<file path="config.mk">
export PLATFORM = sky130hd
export DESIGN_NAME = qenc_speed_meter
export DESIGN_NICKNAME = d
export VERILOG_FILES = /design/src/rtl/qenc_speed_meter.sv
export SDC_FILE = /design/constraint.sdc
export NUM_CORES = 1
export LEC_CHECK = 0
export CAP_MARGIN = 20
export CORE_ASPECT_RATIO = 1.4
export CORE_MARGIN = 2
export CORE_UTILIZATION = 38
export CTS_CLUSTER_SIZE = 24
export DETAILED_ROUTE_END_ITERATION = 8
export HOLD_SLACK_MARGIN = 0.1
export SLEW_MARGIN = 15
export SYNTH_ARGS = -nofsm -noshare
export SYNTH_HDL_FRONTEND = slang
export SYNTH_SLANG_ARGS = --single-unit
</file>
<file path="constraint.sdc">
create_clock -name in_clk -period 21.2 [get_ports in_clk]
set_clock_uncertainty 0.1 [all_clocks]
set_input_delay 4.24 -clock in_clk [delete_from_list [all_inputs] [get_ports in_clk]]
set_output_delay 4.24 -clock in_clk [all_outputs]
set_load 0.03 [all_outputs]
</file>
<file path="src/rtl/qenc_speed_meter.sv">
// Quadrature encoder decoder with position counter and averaged period meter.
// Measures clocks between A rising edges (mode 0) or between every step (mode 1).
module qenc_speed_meter #(
    parameter int unsigned CNT_W    = 31,
    parameter int unsigned AVG_LOG2 = 2,
    parameter int unsigned TIMEOUT  = 16777215,
    parameter int unsigned POS_W    = 32
) (
    input  logic             in_clk,
    input  logic             in_rst,
    input  logic             in_phA,
    input  logic             in_phB,
    input  logic             in_mode,
    input  logic             in_clr_pos,
    output logic             out_dir,
    output logic [POS_W-1:0] out_pos,
    output logic [CNT_W-1:0] out_period,
    output logic             out_valid,
    output logic             out_stopped,
    output logic             out_err
);

    localparam int unsigned DEPTH  = 1 << AVG_LOG2;
    localparam int unsigned PTR_W  = (AVG_LOG2 > 0) ? AVG_LOG2 : 1;
    localparam int unsigned SUM_W  = CNT_W + AVG_LOG2;
    localparam int unsigned FILL_W = AVG_LOG2 + 1;

    localparam logic [CNT_W-1:0]  TMO_MAX  = CNT_W'(TIMEOUT);
    localparam logic [CNT_W-1:0]  TMO_LAST = CNT_W'(TIMEOUT - 1);
    localparam logic [FILL_W-1:0] FILL_FULL = FILL_W'(DEPTH);
    localparam logic [PTR_W-1:0]  PTR_LAST  = PTR_W'(DEPTH - 1);

    typedef enum logic [1:0] {
        IDLE    = 2'd0,
        COUNT   = 2'd1,
        STOPPED = 2'd2
    } state_t;

    logic a_s1, a_s2, a_h;
    logic b_s1, b_s2, b_h;
    logic mode_q;

    logic [1:0] idx_cur, idx_prv, idx_diff;
    logic       step_fwd, step_rev, step_any, illegal;
    logic       a_rise, meas_evt, mode_chg;

    state_t           state_q, state_d;
    logic [CNT_W-1:0] cnt_q, cnt_d;
    logic             take_smp, arm_evt, stop_evt;

    logic             smp_v_q;
    logic [CNT_W-1:0] smp_q;

    logic [CNT_W-1:0]  hist_q [DEPTH];
    logic [PTR_W-1:0]  ptr_q, ptr_nxt;
    logic [SUM_W-1:0]  sum_q, sum_nxt;
    logic [FILL_W-1:0] fill_q, fill_inc;
    logic [CNT_W-1:0]  oldest;
    logic              hist_clr;

    // Position along the Gray cycle 00 -> 10 -> 11 -> 01.
    function automatic logic [1:0] gray_idx(input logic a, input logic b);
        case ({a, b})
            2'b00:   gray_idx = 2'd0;
            2'b10:   gray_idx = 2'd1;
            2'b11:   gray_idx = 2'd2;
            default: gray_idx = 2'd3;
        endcase
    endfunction

    // Two-flop synchronisers plus one history flop per phase.
    always_ff @(posedge in_clk or posedge in_rst) begin
        if (in_rst) begin
            a_s1   <= 1'b0;
            a_s2   <= 1'b0;
            a_h    <= 1'b0;
            b_s1   <= 1'b0;
            b_s2   <= 1'b0;
            b_h    <= 1'b0;
            mode_q <= 1'b0;
        end else begin
            a_s1   <= in_phA;
            a_s2   <= a_s1;
            a_h    <= a_s2;
            b_s1   <= in_phB;
            b_s2   <= b_s1;
            b_h    <= b_s2;
            mode_q <= in_mode;
        end
    end

    assign idx_cur  = gray_idx(a_s2, b_s2);
    assign idx_prv  = gray_idx(a_h, b_h);
    assign idx_diff = idx_cur - idx_prv;
    assign step_fwd = (idx_diff == 2'd1);
    assign step_rev = (idx_diff == 2'd3);
    assign step_any = step_fwd | step_rev;
    assign illegal  = (idx_diff == 2'd2);
    assign a_rise   = a_s2 & ~a_h & ~illegal;
    assign meas_evt = mode_q ? step_any : a_rise;
    assign mode_chg = in_mode ^ mode_q;

    // Position, direction and illegal-transition strobe.
    always_ff @(posedge in_clk or posedge in_rst) begin
        if (in_rst) begin
            out_pos <= '0;
            out_dir <= 1'b0;
            out_err <= 1'b0;
        end else begin
            out_err <= illegal;
            if (step_any) begin
                out_dir <= step_fwd;
            end
            if (in_clr_pos) begin
                out_pos <= step_fwd ? POS_W'(1) : (step_rev ? '1 : '0);
            end else if (step_fwd) begin
                out_pos <= out_pos + POS_W'(1);
            end else if (step_rev) begin
                out_pos <= out_pos - POS_W'(1);
            end
        end
    end

    always_ff @(posedge in_clk or posedge in_rst) begin
        if (in_rst) begin
            state_q <= IDLE;
            cnt_q   <= '0;
        end else begin
            state_q <= state_d;
            cnt_q   <= cnt_d;
        end
    end

    // Period FSM: arm on first event, sample on later ones, stop on timeout.
    always_comb begin
        state_d  = state_q;
        cnt_d    = cnt_q;
        take_smp = 1'b0;
        arm_evt  = 1'b0;
        stop_evt = 1'b0;
        if (mode_chg) begin
            state_d = IDLE;
            cnt_d   = '0;
        end else begin
            case (state_q)
                IDLE, STOPPED: begin
                    cnt_d = '0;
                    if (meas_evt) begin
                        state_d = COUNT;
                        arm_evt = 1'b1;
                    end
                end
                COUNT: begin
                    if (meas_evt) begin
                        take_smp = 1'b1;
                        cnt_d    = '0;
                    end else if (cnt_q == TMO_LAST) begin
                        state_d  = STOPPED;
                        stop_evt = 1'b1;
                        cnt_d    = '0;
                    end else if (cnt_q != TMO_MAX) begin
                        cnt_d = cnt_q + CNT_W'(1);
                    end
                end
                default: begin
                    state_d = IDLE;
                    cnt_d   = '0;
                end
            endcase
        end
    end

    always_ff @(posedge in_clk or posedge in_rst) begin
        if (in_rst) begin
            smp_v_q <= 1'b0;
            smp_q   <= '0;
        end else begin
            smp_v_q <= take_smp;
            if (take_smp) begin
                smp_q <= cnt_q + CNT_W'(1);
            end
        end
    end

    assign oldest   = hist_q[ptr_q];
    assign sum_nxt  = sum_q + SUM_W'(smp_q) - SUM_W'(oldest);
    assign fill_inc = (fill_q == FILL_FULL) ? fill_q : fill_q + FILL_W'(1);
    assign ptr_nxt  = (ptr_q == PTR_LAST) ? '0 : ptr_q + PTR_W'(1);
    assign hist_clr = mode_chg | stop_evt;

    // Circular sample history with running sum; oldest slot is overwritten.
    always_ff @(posedge in_clk or posedge in_rst) begin
        if (in_rst) begin
            for (int i = 0; i < int'(DEPTH); i++) begin
                hist_q[i] <= '0;
            end
            ptr_q  <= '0;
            sum_q  <= '0;
            fill_q <= '0;
        end else if (hist_clr) begin
            for (int i = 0; i < int'(DEPTH); i++) begin
                hist_q[i] <= '0;
            end
            ptr_q  <= '0;
            sum_q  <= '0;
            fill_q <= '0;
        end else if (smp_v_q) begin
            hist_q[ptr_q] <= smp_q;
            ptr_q         <= ptr_nxt;
            sum_q         <= sum_nxt;
            fill_q        <= fill_inc;
        end
    end

    always_ff @(posedge in_clk or posedge in_rst) begin
        if (in_rst) begin
            out_period  <= '0;
            out_valid   <= 1'b0;
            out_stopped <= 1'b0;
        end else begin
            out_valid <= 1'b0;
            if (stop_evt) begin
                out_period  <= '0;
                out_valid   <= 1'b1;
                out_stopped <= 1'b1;
            end else if (smp_v_q && !mode_chg && fill_inc == FILL_FULL) begin
                out_period <= CNT_W'(sum_nxt >> AVG_LOG2);
                out_valid  <= 1'b1;
            end
            if (arm_evt) begin
                out_stopped <= 1'b0;
            end
        end
    end

endmodule

</file>
; ---- Word-level counts from Yosys, hierarchy flattened
; Index checks and enable logic that the tools add are counted.
[word_totals]
register_bits = 301
in_bits = 6
word_cells = 122
[op_classes]
addsub = 8
order_cmp = 2
n_eq_ne = 18
mux = 49
n_bitwise = 8
n_reduce_logical = 13
[ops]
columns = op, n
row1 = two-way mux 31 bit, 10
row2 = two-way mux 124 bit, 2
row3 = two-way mux 32 bit, 5
row4 = bitwise mux 124 bit, 1
row5 = two-way mux 33 bit, 2
row6 = binary-select mux 31 bit (select 2 bit), 1
row7 = demux 31 bit (select 2 bit), 1
row8 = adder 33 x 31 -> 33 bit, 1
row9 = subtractor 33 x 31 -> 33 bit, 1
row10 = adder 32 x 1 -> 32 bit (second input constant), 1
row11 = subtractor 32 x 1 -> 32 bit (second input constant), 1
row12 = adder 31 x 1 -> 31 bit (second input constant), 1
row13 = == test 31 x 24 -> 1 bit (second input constant), 1
row14 = != test 31 x 24 -> 1 bit (second input constant), 1
row15 = == test 2 bit (second input constant), 8
row16 = two-way mux 1 bit, 14
row17 = two-way mux 2 bit, 7
row18 = one-hot mux 2 bit (3 select lines), 2
row19 = two-way mux 3 bit, 3
row20 = != test 3 bit (second input constant), 3
row21 = == test 3 bit (second input constant), 2
row22 = logical NOT 2 bit, 3
row23 = nonzero test 2 bit, 3
row24 = != test 5 bit (second input constant), 1
row25 = other kinds (17), 23

; ---- Longest topological paths before layout
; Gate-level depths: netlist of the first run.
[logic_depth]
depth_word = 12
depth_mapped = 20
depth_no_buf = 19

; ---- Worst setup path after synthesis of the first run
; No wires, ideal clock.
[synth_path]
path_kind = input -> register
start = input in_mode
end = register smp_q[7]
t_arrival_ns = 5.271
required_time_ns = 20.965
path_slack_ns = 15.694
stages = 6
n_path_buf = 2
path_cell_list = xor2_1 or3_1 clkbuf_1 clkbuf_1 nand2_1 o21ai_0
[synth_between]
elab_chain_len = 2
[synth_rtl]
columns = element, line_no
row1 = "start, declared", 13  ; input logic in_mode,
row2 = bitwise XOR 1 bit, 101  ; assign mode_chg = in_mode ^ mode_q;
row3 = two-way mux 1 bit, 141  ; if (mode_chg) begin
row4 = "end signal, assigned", 180  ; smp_q <= cnt_q + CNT_W'(1);
row5 = "end, declared", 52  ; logic [CNT_W-1:0] smp_q;
; Every way passes these cells.
; A chain may end at the register's enable or synchronous reset.

==> results.json, run 1 <==
{
  "period_share_pct": 30.93,
  "cts_made_buffers": 34,
  "clock.fmax_ghz": 0.1525,
  "maxCapViolCount": 0,
  "post_cts_buffers": 0,
  "grt_use_total_pct": 17.65,
  "cts_sinks": 301,
  "clkLatencyLatePin_ns": 0.53,
  "synth_area_leaders": "dfrtp_1, nand2_1, a21oi_1",
  "status": "completed",
  "min_path_type": "reg2reg",
  "p_int_mw": 1.506,
  "synthCells": 1793,
  "critical_path_peak_fanout": 79,
  "leakage_nw": 8.371,
  "routabilityCongestion": 0.8394,
  "rsz0062_at_grt": "false",
  "wl_per_cell_microns": 16.53,
  "first_global_vias": 13167,
  "fin_crit_ns": 6.558,
  "clk_pin_slew_ns": 0.06,
  "setup_tns_ns": 0,
  "antenna_found_initial": 0,
  "slew_violations": 0,
  "grt_pass1_wl_microns": 66660,
  "die_area_sq_mm": 0.04609,
  "slowest_delay_ns": 0.88,
  "overflow": 0,
  "placed_cells": 2341,
  "pwr-share-clk_pct": 23.4,
  "cts_resized": 0,
  "instances_no_fill": 2403,
  "die_h_microns": 253.2,
  "root_buffer": "clkbuf_16",
  "dr.pass1.iters": 5,
  "portBuffers": 72,
  "fill_cells": 4211,
  "worstSetupStartpointType": "input pin",
  "die_w_microns": 182.0,
  "cts_tree": "built",
  "ioPinCount": 73,
  "vias": 12507,
  "worst_setup_path_end_kind": "asynchronous set/reset pin",
  "pwr-share-seq_pct": 26.7,
  "start_util_pct": 38.36,
  "synth_edf_count": 0,
  "ff_latch_area_sq_mm": 0.007535,
  "synth_top_area_share_pct": 44.68,
  "setup_viol": 0,
  "synthArstFlopShare_pct": 100.0,
  "postCtsHoldBufs": 0,
  "cp_slowest_cell": "buf_4",
  "yosysUniqueCellTypes": 61,
  "combPwrFrac_pct": 49.9,
  "grt_max_degree": 95,
  "syn2layout_area_growth_pct": 13.82,
  "rows": 91,
  "seq_area_frac_synth_pct": 44.68,
  "avgSynthCellArea_sq_um": 9.403,
  "fin_nets": 1935,
  "h-tree-depth": 2,
  "power.switching_mw": 1.031,
  "synth_top_area_cell": "dfrtp_1",
  "yosysWarnings": 0,
  "synthesis.nets": 1908,
  "yosysMostFrequentCell": "nand2_1",
  "p_per_area_mw_per_mm2": 132.2,
  "path_class": "in2async",
  "drc": 0,
  "crit_required_ns": 21.53,
  "synth_common_cells": "nand2_1, dfrtp_1, a21oi_1",
  "drt_iter0_markers": 745,
  "via_per_inst": 5.205,
  "hold_viol_final": 0,
  "postRouteAntennaNets": 0,
  "placed_area_sq_mm": 0.01804,
  "design_area_sq_mm": 0.01919,
  "netlist_area_sq_mm": 0.01686,
  "clock_path_buffers": 3,
  "ir_worst_vdd_mv": 0.09723,
  "max-slew-margin-rel_pct": 30.77,
  "swShare_pct": 40.64,
  "drive_above_1_share_pct": 6.883,
  "cp_data_arrival_time_ns": 6.89,
  "synth_ff_type": "dfrtp_1",
  "ys_ff_latch": 301,
  "tightest_slew_ns": 1.038,
  "multi_input_area_sq_mm": 0.008424,
  "path_cells": "clkdlybuf4s50_1, inv_8, buf_4, buf_4",
  "dpl.hpwl_microns": 26260,
  "cp_common_cell": "buf_4",
  "wl_microns": 39730,
  "antenna_cells": 0,
  "fp.coreArea_sq_mm": 0.04395,
  "whs_ns": 0.2473
}
## logic make-up after synthesis
logic type	synth area share, %
simple gates	13.65
compound gates	15.68
flops	44.68
buf+inv	5.588
fa+ha+maj	9.514
xor+xnor	4.675
mux	6.219
## path summary, 6_finish.rpt
kind / start / endpoint / slack [ns] / cells after the start
min in group asynchronous: in_rst / hist_q[62]$_DFFE_PP0P_ / 4.08 / 2
worst min register to register: a_s1$_DFF_PP0_ / a_s2$_DFF_PP0_ / 0.25 / 0
worst max-delay path: in_rst / smp_v_q$_DFF_PP0_ / 14.64 / 4
worst max register to register: a_s2$_DFF_PP0_ / out_pos[28]$_DFFE_PP0P_ / 15.87 / 17
max in group in_clk: in_mode / sum_q[18]$_DFFE_PP0P_ / 14.86 / 5
worst min-delay path: a_s1$_DFF_PP0_ / a_s2$_DFF_PP0_ / 0.25 / 0
## metrics by stage
stage               setup WS, ns  utilization (%)  total power, mW
floorplan                  8.542                -            1.660
global placement           13.89            41.04            1.934
detailed placement         13.85            41.04            1.949
CTS                        14.40            43.60            2.556
global route               14.12            43.66            2.725
finish                     14.64            43.66            2.537
## power groups by stage
stage | Sequential, mW | Combinational [mW] | Clock (mW)
finish | 0.677 | 1.26 | 0.595
detailed placement | 0.686 | 1.26 | 0
global route | 0.686 | 1.41 | 0.630
floorplan | 0.725 | 0.934 | 0
CTS | 0.678 | 1.27 | 0.608
global placement | 0.686 | 1.25 | 0
## cells in the final DEF, fill, tap and decap left out, types with 7 or more instances in the layout
master and n:
a21o_1 30, mux4_2 31, and3_1 9, nand3_1 23
clkbuf_16 35, nor2_1 99, a211oi_1 13, nand2_1 332
a21oi_1 194, and2_1 9, a22o_1 27, a221o_1 7
nor2b_1 10, o21ai_1 7, o21ai_0 103, o21bai_1 8
buf_4 9, clkdlybuf4s50_1 72, dfrtp_1 299, fa_1 32
inv_1 155, xnor2_1 49, nand4_1 9, clkbuf_8 10
xor2_1 41, nand2b_1 11, nor3_1 15, ha_1 77
mux2i_1 35
## routing by layer
metal / up-vias / global-route usage (%) / part of all wire [%]
met2: 258 / 31.66 / 50
met3: 72 / 2.603 / 4.0
met5: - / 0 / 0
met1: 6082 / 21.79 / 43
li1: 6095 / - / -
met4: 0 / 5.691 / 2.5
## sequential cells by signal (all words and copies together), names as in the netlist, 2 cells and up
name	flops
fill_q	3
ptr_q	2
hist_q	124
out_pos	32
cnt_q	31
smp_q	31
sum_q	33
out_period	31
state_q	2
## area by class of cell
| class | count | share of cell area, % |
|---|---|---|
| multi-input combinational | 1245 | 43.90 |
| tap | 558 | 3.638 |
| clock inverter | 10 | 0.4564 |
| timing repair buffer | 82 | 4.251 |
| sequential | 301 | 39.26 |
| clock buffer | 51 | 5.399 |
| inverter | 156 | 3.091 |
## critical path, delay by kind of cell
kind                   cells  cell delay (ns)
buffers and inverters      4             2.59
No activity file was read; power rests on OpenSTA's default activity.
==> inputs of run 2 (changes only) <==
Clock period 21.2 ns to 5.72 ns, I/O delays scaled along.
==> results.json, run 2 (synthesized netlist as in run 1, its figures left out) <==
{
  "drive_above_1_share_pct": 6.746,
  "fin_nets": 1943,
  "status": "completed",
  "pwr-share-seq_pct": 27.2,
  "dr_wl_met3_microns": 1555,
  "r2r_cells": 16,
  "die_w_microns": 182.0,
  "clock.fmax_ghz": 0.2039,
  "postCtsHoldBufs": 0,
  "design_area_sq_mm": 0.01916,
  "first_global_vias": 13018,
  "postRouteAntennaNets": 0,
  "whs_path_depth": 0,
  "wl_met2_microns": 20100,
  "power.switching_mw": 3.764,
  "rows": 91,
  "die_h_microns": 253.2,
  "dpl.hpwl_microns": 26550,
  "rsz0062_at_grt": "false",
  "largest_register_ffs": 124,
  "clkLatencyLatePin_ns": 0.59,
  "fill_cells": 4234,
  "tightest_slew_ns": 1.069,
  "whs_ns": 0.2705,
  "mostFrequentLayoutCells": "nand2_1, dfrtp_1, a21oi_1, inv_1, o21ai_0",
  "ir_worst_vdd_mv": 0.3878,
  "grt_use_total_pct": 17.55,
  "vias": 12590,
  "dr.pass1.iters": 5,
  "hold_viol_final": 0,
  "dp_slack_ns": 0.8209,
  "p_per_area_mw_per_mm2": 481.3,
  "drt_iter0_markers": 667,
  "cp_data_arrival_time_ns": 5.21,
  "fin_ws_ns": 0.8167,
  "p_int_mw": 5.455,
  "wl_per_cell_microns": 16.30,
  "swShare_pct": 40.83,
  "root_buffer": "clkbuf_16",
  "portBuffers": 72,
  "grt_max_degree": 168,
  "fin_util_pct": 43.59,
  "routabilityCongestion": 0.8401,
  "min_path_type": "reg2reg",
  "start_util_pct": 38.36,
  "regMostFlops": "hist_q",
  "max-slew-margin-rel_pct": 28.76,
  "total_power_mw": 9.219,
  "antenna_found_initial": 0,
  "antenna_cells": 0,
  "period_share_pct": 85.72,
  "slew_violations": 0,
  "syn2layout_area_growth_pct": 13.62,
  "cts_tree": "built",
  "fin_crit_ns": 4.903,
  "worstSetupStartpointType": "flip-flop",
  "grt_pass1_wl_microns": 66710,
  "setup_viol": 0,
  "via_per_inst": 5.222,
  "cts_sinks": 301,
  "placed_area_sq_mm": 0.01813,
  "multi_input_area_sq_mm": 0.008411,
  "post_cts_buffers": 0,
  "mostFrequentLayoutCell": "nand2_1",
  "wl_met1_microns": 16650,
  "worst_setup_path_end_kind": "flip-flop",
  "cts_made_buffers": 31,
  "drc": 0,
  "h-tree-depth": 1,
  "clock_path_buffers": 3,
  "pwr-share-clk_pct": 22.2,
  "wl_microns": 39310,
  "cts_resized": 0,
  "ff_latch_area_sq_mm": 0.007535,
  "overflow": 0,
  "maxCapViolCount": 0,
  "path_class": "reg2reg",
  "critical_path_peak_fanout": 28,
  "dr.max_layer_used": "met4",
  "instances_no_fill": 2411,
  "combPwrFrac_pct": 50.5,
  "fp.coreArea_sq_mm": 0.04395,
  "leakage_nw": 8.358,
  "setup_tns_ns": 0,
  "reg_top3": "hist_q x124, sum_q x33, out_pos x32",
  "ioPinCount": 73,
  "clk_pin_slew_ns": 0.07,
  "placed_cells": 2352,
  "die_area_sq_mm": 0.04609,
  "crit_required_ns": 6.02
}
## run 2: cell count changes in the layout (fill, tap and decap cells not counted), sizes merged
cell      delta
buf         +11
clkbuf       -5
inv          -1
bufinv       +1
clkinvlp     +1
clkinv       +1
## run 2: layer usage
layer  global-route usage [%]  vias to the layer above
li1                         -                     6116
met1                    21.58                     6144
met2                    31.79                      255
met3                    2.344                       75
met4                    5.599                        0
met5                        0                        -
## run 2: worst paths after layout
| kind | from | to | slack [ns] |
|---|---|---|---|
| hold reg to reg | b_s1$_DFF_PP0_ | b_s2$_DFF_PP0_ | 0.27 |
| max in group asynchronous | in_rst | smp_v_q$_DFF_PP0_ | 3.62 |
| setup / recovery | ptr_q[0]$_DFFE_PP0P_ | sum_q[32]$_DFFE_PP0P_ | 0.82 |
| hold / removal | b_s1$_DFF_PP0_ | b_s2$_DFF_PP0_ | 0.27 |
| min in group asynchronous | in_rst | out_pos[8]$_DFFE_PP0P_ | 1.07 |
| setup reg to reg | ptr_q[0]$_DFFE_PP0P_ | sum_q[32]$_DFFE_PP0P_ | 0.82 |
## run 2: power groups by stage
stage	registers, mW	clock network [mW]	logic, mW
2_1_floorplan	2.69	0	3.46
5_1_grt	2.54	2.18	5.21
3_5_place_dp	2.54	0	4.65
4_1_cts	2.51	2.10	4.68
6_report	2.51	2.05	4.66
3_3_place_gp	2.55	0	4.59
## run 2: cell type report
class                   instances  area share (%)
clock buffers                  46           4.657
clock inverters                12          0.6270
multi-input cells            1245           43.91
repair buffers                 93           4.755
flip-flops and latches        301           39.33
well taps                     558           3.645
inverters                     156           3.076
## run 2: critical path, cell delays in order, from the launching register on
cell     delay, ns
dfrtp_2       0.56
buf_4         0.53
mux4_2        0.58
fa_1          0.48
inv_1         0.04
ha_1          0.36
nand2_1       0.12
nor2_1        0.06
and3_1        0.20
o31a_1        0.32
o21a_4        0.25
a41oi_4       0.25
o31ai_4       0.13
a41oi_2       0.28
mux2i_1       0.25
xnor2_1       0.13
nor2_1        0.06
==> inputs of run 3 (changes only) <==
Settings changed: CORE_MARGIN 2 to 8, GPL_ROUTABILITY_DRIVEN set to 0.
Clock period 5.72 ns to 4.36 ns, I/O delays scaled along.
==> results.json, run 3 (synthesized netlist as in run 1, its figures left out) <==
{
  "drc": 0,
  "critical_path_peak_fanout": 4,
  "r2r_slack_ns": 0.06,
  "clock.fmax_ghz": 0.2323,
  "dr.pass1.iters": 4,
  "placed_area_sq_mm": 0.01867,
  "root_buffer": "clkbuf_16",
  "cp_data_arrival_time_ns": 4.60,
  "postCtsHoldBufs": 0,
  "reg_top3": "hist_q x124, sum_q x33, out_pos x32",
  "path_class": "reg2reg",
  "startpoint": "ptr_q[0]$_DFFE_PP0P_",
  "mostFrequentLayoutCell": "nand2_1",
  "die_w_microns": 194.0,
  "max-slew-margin-rel_pct": 31.23,
  "wl_microns": 40870,
  "multi_input_area_sq_mm": 0.008688,
  "worstReg2RegEnd": "sum_q[22]$_DFFE_PP0P_",
  "portBuffers": 72,
  "ff_latch_area_sq_mm": 0.007535,
  "rsz0062_at_grt": "true",
  "crit_end": "sum_q[22]$_DFFE_PP0P_",
  "period_share_pct": 98.71,
  "rows": 91,
  "grt_use_total_pct": 15.69,
  "h-tree-depth": 2,
  "clock_path_buffers": 3,
  "setup_viol": 0,
  "dpl.hpwl_microns": 28440,
  "cp_slowest_cell": "mux4_2",
  "clk_pin_slew_ns": 0.06,
  "vias": 12848,
  "fill_cells": 4146,
  "clkLatencyLatePin_ns": 0.53,
  "leakage_nw": 8.819,
  "antenna_found_initial": 0,
  "slowest_delay_ns": 0.52,
  "cts_sinks": 301,
  "start_util_pct": 38.36,
  "largest_register_ffs": 124,
  "overflow": 0,
  "worst_setup_path_end_kind": "flip-flop",
  "syn2layout_area_growth_pct": 19.60,
  "die_h_microns": 265.2,
  "fin_crit_ns": 4.304,
  "fin_nets": 2019,
  "regMostFlops": "hist_q",
  "status": "completed",
  "r2r_cells": 18,
  "fin_util_pct": 45.88,
  "grt_pass1_wl_microns": 68050,
  "maxCapViolCount": 0,
  "path_cells": "buf_6, mux4_2, ha_4, inv_2, ha_4, fa_2, a211oi_2, o211ai_2, and3_4, o31a_1, o21a_4, buf_6, a31o_4, a21o_1, a21oi_2, xnor2_2, mux2i_1, nor2_1",
  "hold_viol_final": 0,
  "mostFrequentLayoutCells": "nand2_1, dfrtp_1, a21oi_1, inv_1, o21ai_0",
  "r2r_start": "ptr_q[0]$_DFFE_PP0P_",
  "min_path_type": "reg2reg",
  "wl_per_cell_microns": 16.43,
  "setup_tns_ns": 0,
  "antenna_cells": 0,
  "p_per_area_mw_per_mm2": 669.3,
  "grt_max_degree": 68,
  "ioPinCount": 73,
  "slew_violations": 0,
  "tightest_slew_ns": 1.032,
  "design_area_sq_mm": 0.02016,
  "cts_made_buffers": 34,
  "drive_above_1_share_pct": 12.49,
  "drt_iter0_markers": 462,
  "first_global_vias": 13391,
  "worstSetupStartpointType": "flip-flop",
  "crit_required_ns": 4.66,
  "postRouteAntennaNets": 0,
  "die_area_sq_mm": 0.05146,
  "ir_worst_vdd_mv": 0.4859,
  "fp.coreArea_sq_mm": 0.04395,
  "via_per_inst": 5.166,
  "cts_tree": "built"
}
## run 3: cell count changes in the layout (fill, tap and decap cells not counted), moves of 5 or more
cell,before,now
a21oi_1,194,187
a21oi_2,0,7
buf_12,2,8
buf_4,18,80
clkbuf_16,31,36
ha_1,77,71
ha_4,0,6
## run 3: what timing repair did
| item | 4_1_cts | 5_1_grt |
|---|---|---|
| pin swaps | 5 | 32 |
| hold endpoints to repair | 0 | 0 |
| resized for setup | 9 | 48 |
| setup endpoints to repair | 20 | 34 |
| buffers inserted | 3 | 4 |
| cloned | 0 | 2 |
## run 3: how the worst min path moves through the flow
stage	from	to	slack (ns)	cells after the start
6_report	a_s1$_DFF_PP0_	a_s2$_DFF_PP0_	0.27	0
3_5_place_dp	b_s1$_DFF_PP0_	b_s2$_DFF_PP0_	0.26	0
2_1_floorplan	a_s1$_DFF_PP0_	a_s2$_DFF_PP0_	0.23	0
3_3_place_gp	b_s1$_DFF_PP0_	b_s2$_DFF_PP0_	0.26	0
4_1_cts	b_s1$_DFF_PP0_	b_s2$_DFF_PP0_	0.27	0
5_1_grt	b_s1$_DFF_PP0_	b_s2$_DFF_PP0_	0.28	0
## run 3: layer usage
layer	wire, microns	up-vias	GRT usage, %
met2	20890	241	28.48
met4	1037	0	5.253
li1	-	6274	-
met3	1883	76	2.934
met1	17060	6257	18.43
met5	0	-	0
## run 3: layout make-up
type                    count  area share, %
clock buffers              49          4.952
clock inverters            12         0.4964
inverters                 156          2.923
multi-input cells        1246          43.09
flip-flops and latches    301          37.37
well taps                 558          3.462
repair buffers            165          7.713
## run 3: critical path, delay by kind of cell (launching register included)
kind | cells | cell delay, ns
DFF | 1 | 0.42
buffers and inverters | 3 | 0.27
AOI/OAI and AO/OA | 7 | 1.54
and+or+nand+nor | 2 | 0.26
adders and majority gates | 3 | 0.81
xor gates and xnor gates | 1 | 0.08
muxes | 2 | 0.68
## run 3: metrics by stage
step	setup WS (ns)	total power, mW	cells	hold slack (ns)
6_report	0.05603	13.50	2487	0.2688
5_1_grt	-0.09661	14.47	2487	0.2760
4_1_cts	-0.03829	13.10	2481	0.2664
3_5_place_dp	-0.1315	10.12	2417	0.2624
3_3_place_gp	-0.06498	10.03	2417	0.2629
2_1_floorplan	-0.6130	8.075	1793	0.2312
## run 3: where the power goes
part | internal (mW) | total [mW] | switching [mW]
sequential | 3.03 | 3.30 | 0.265
combinational | 3.41 | 7.39 | 3.98
clock | 1.61 | 2.80 | 1.19
total | 8.05 | 13.5 | 5.44
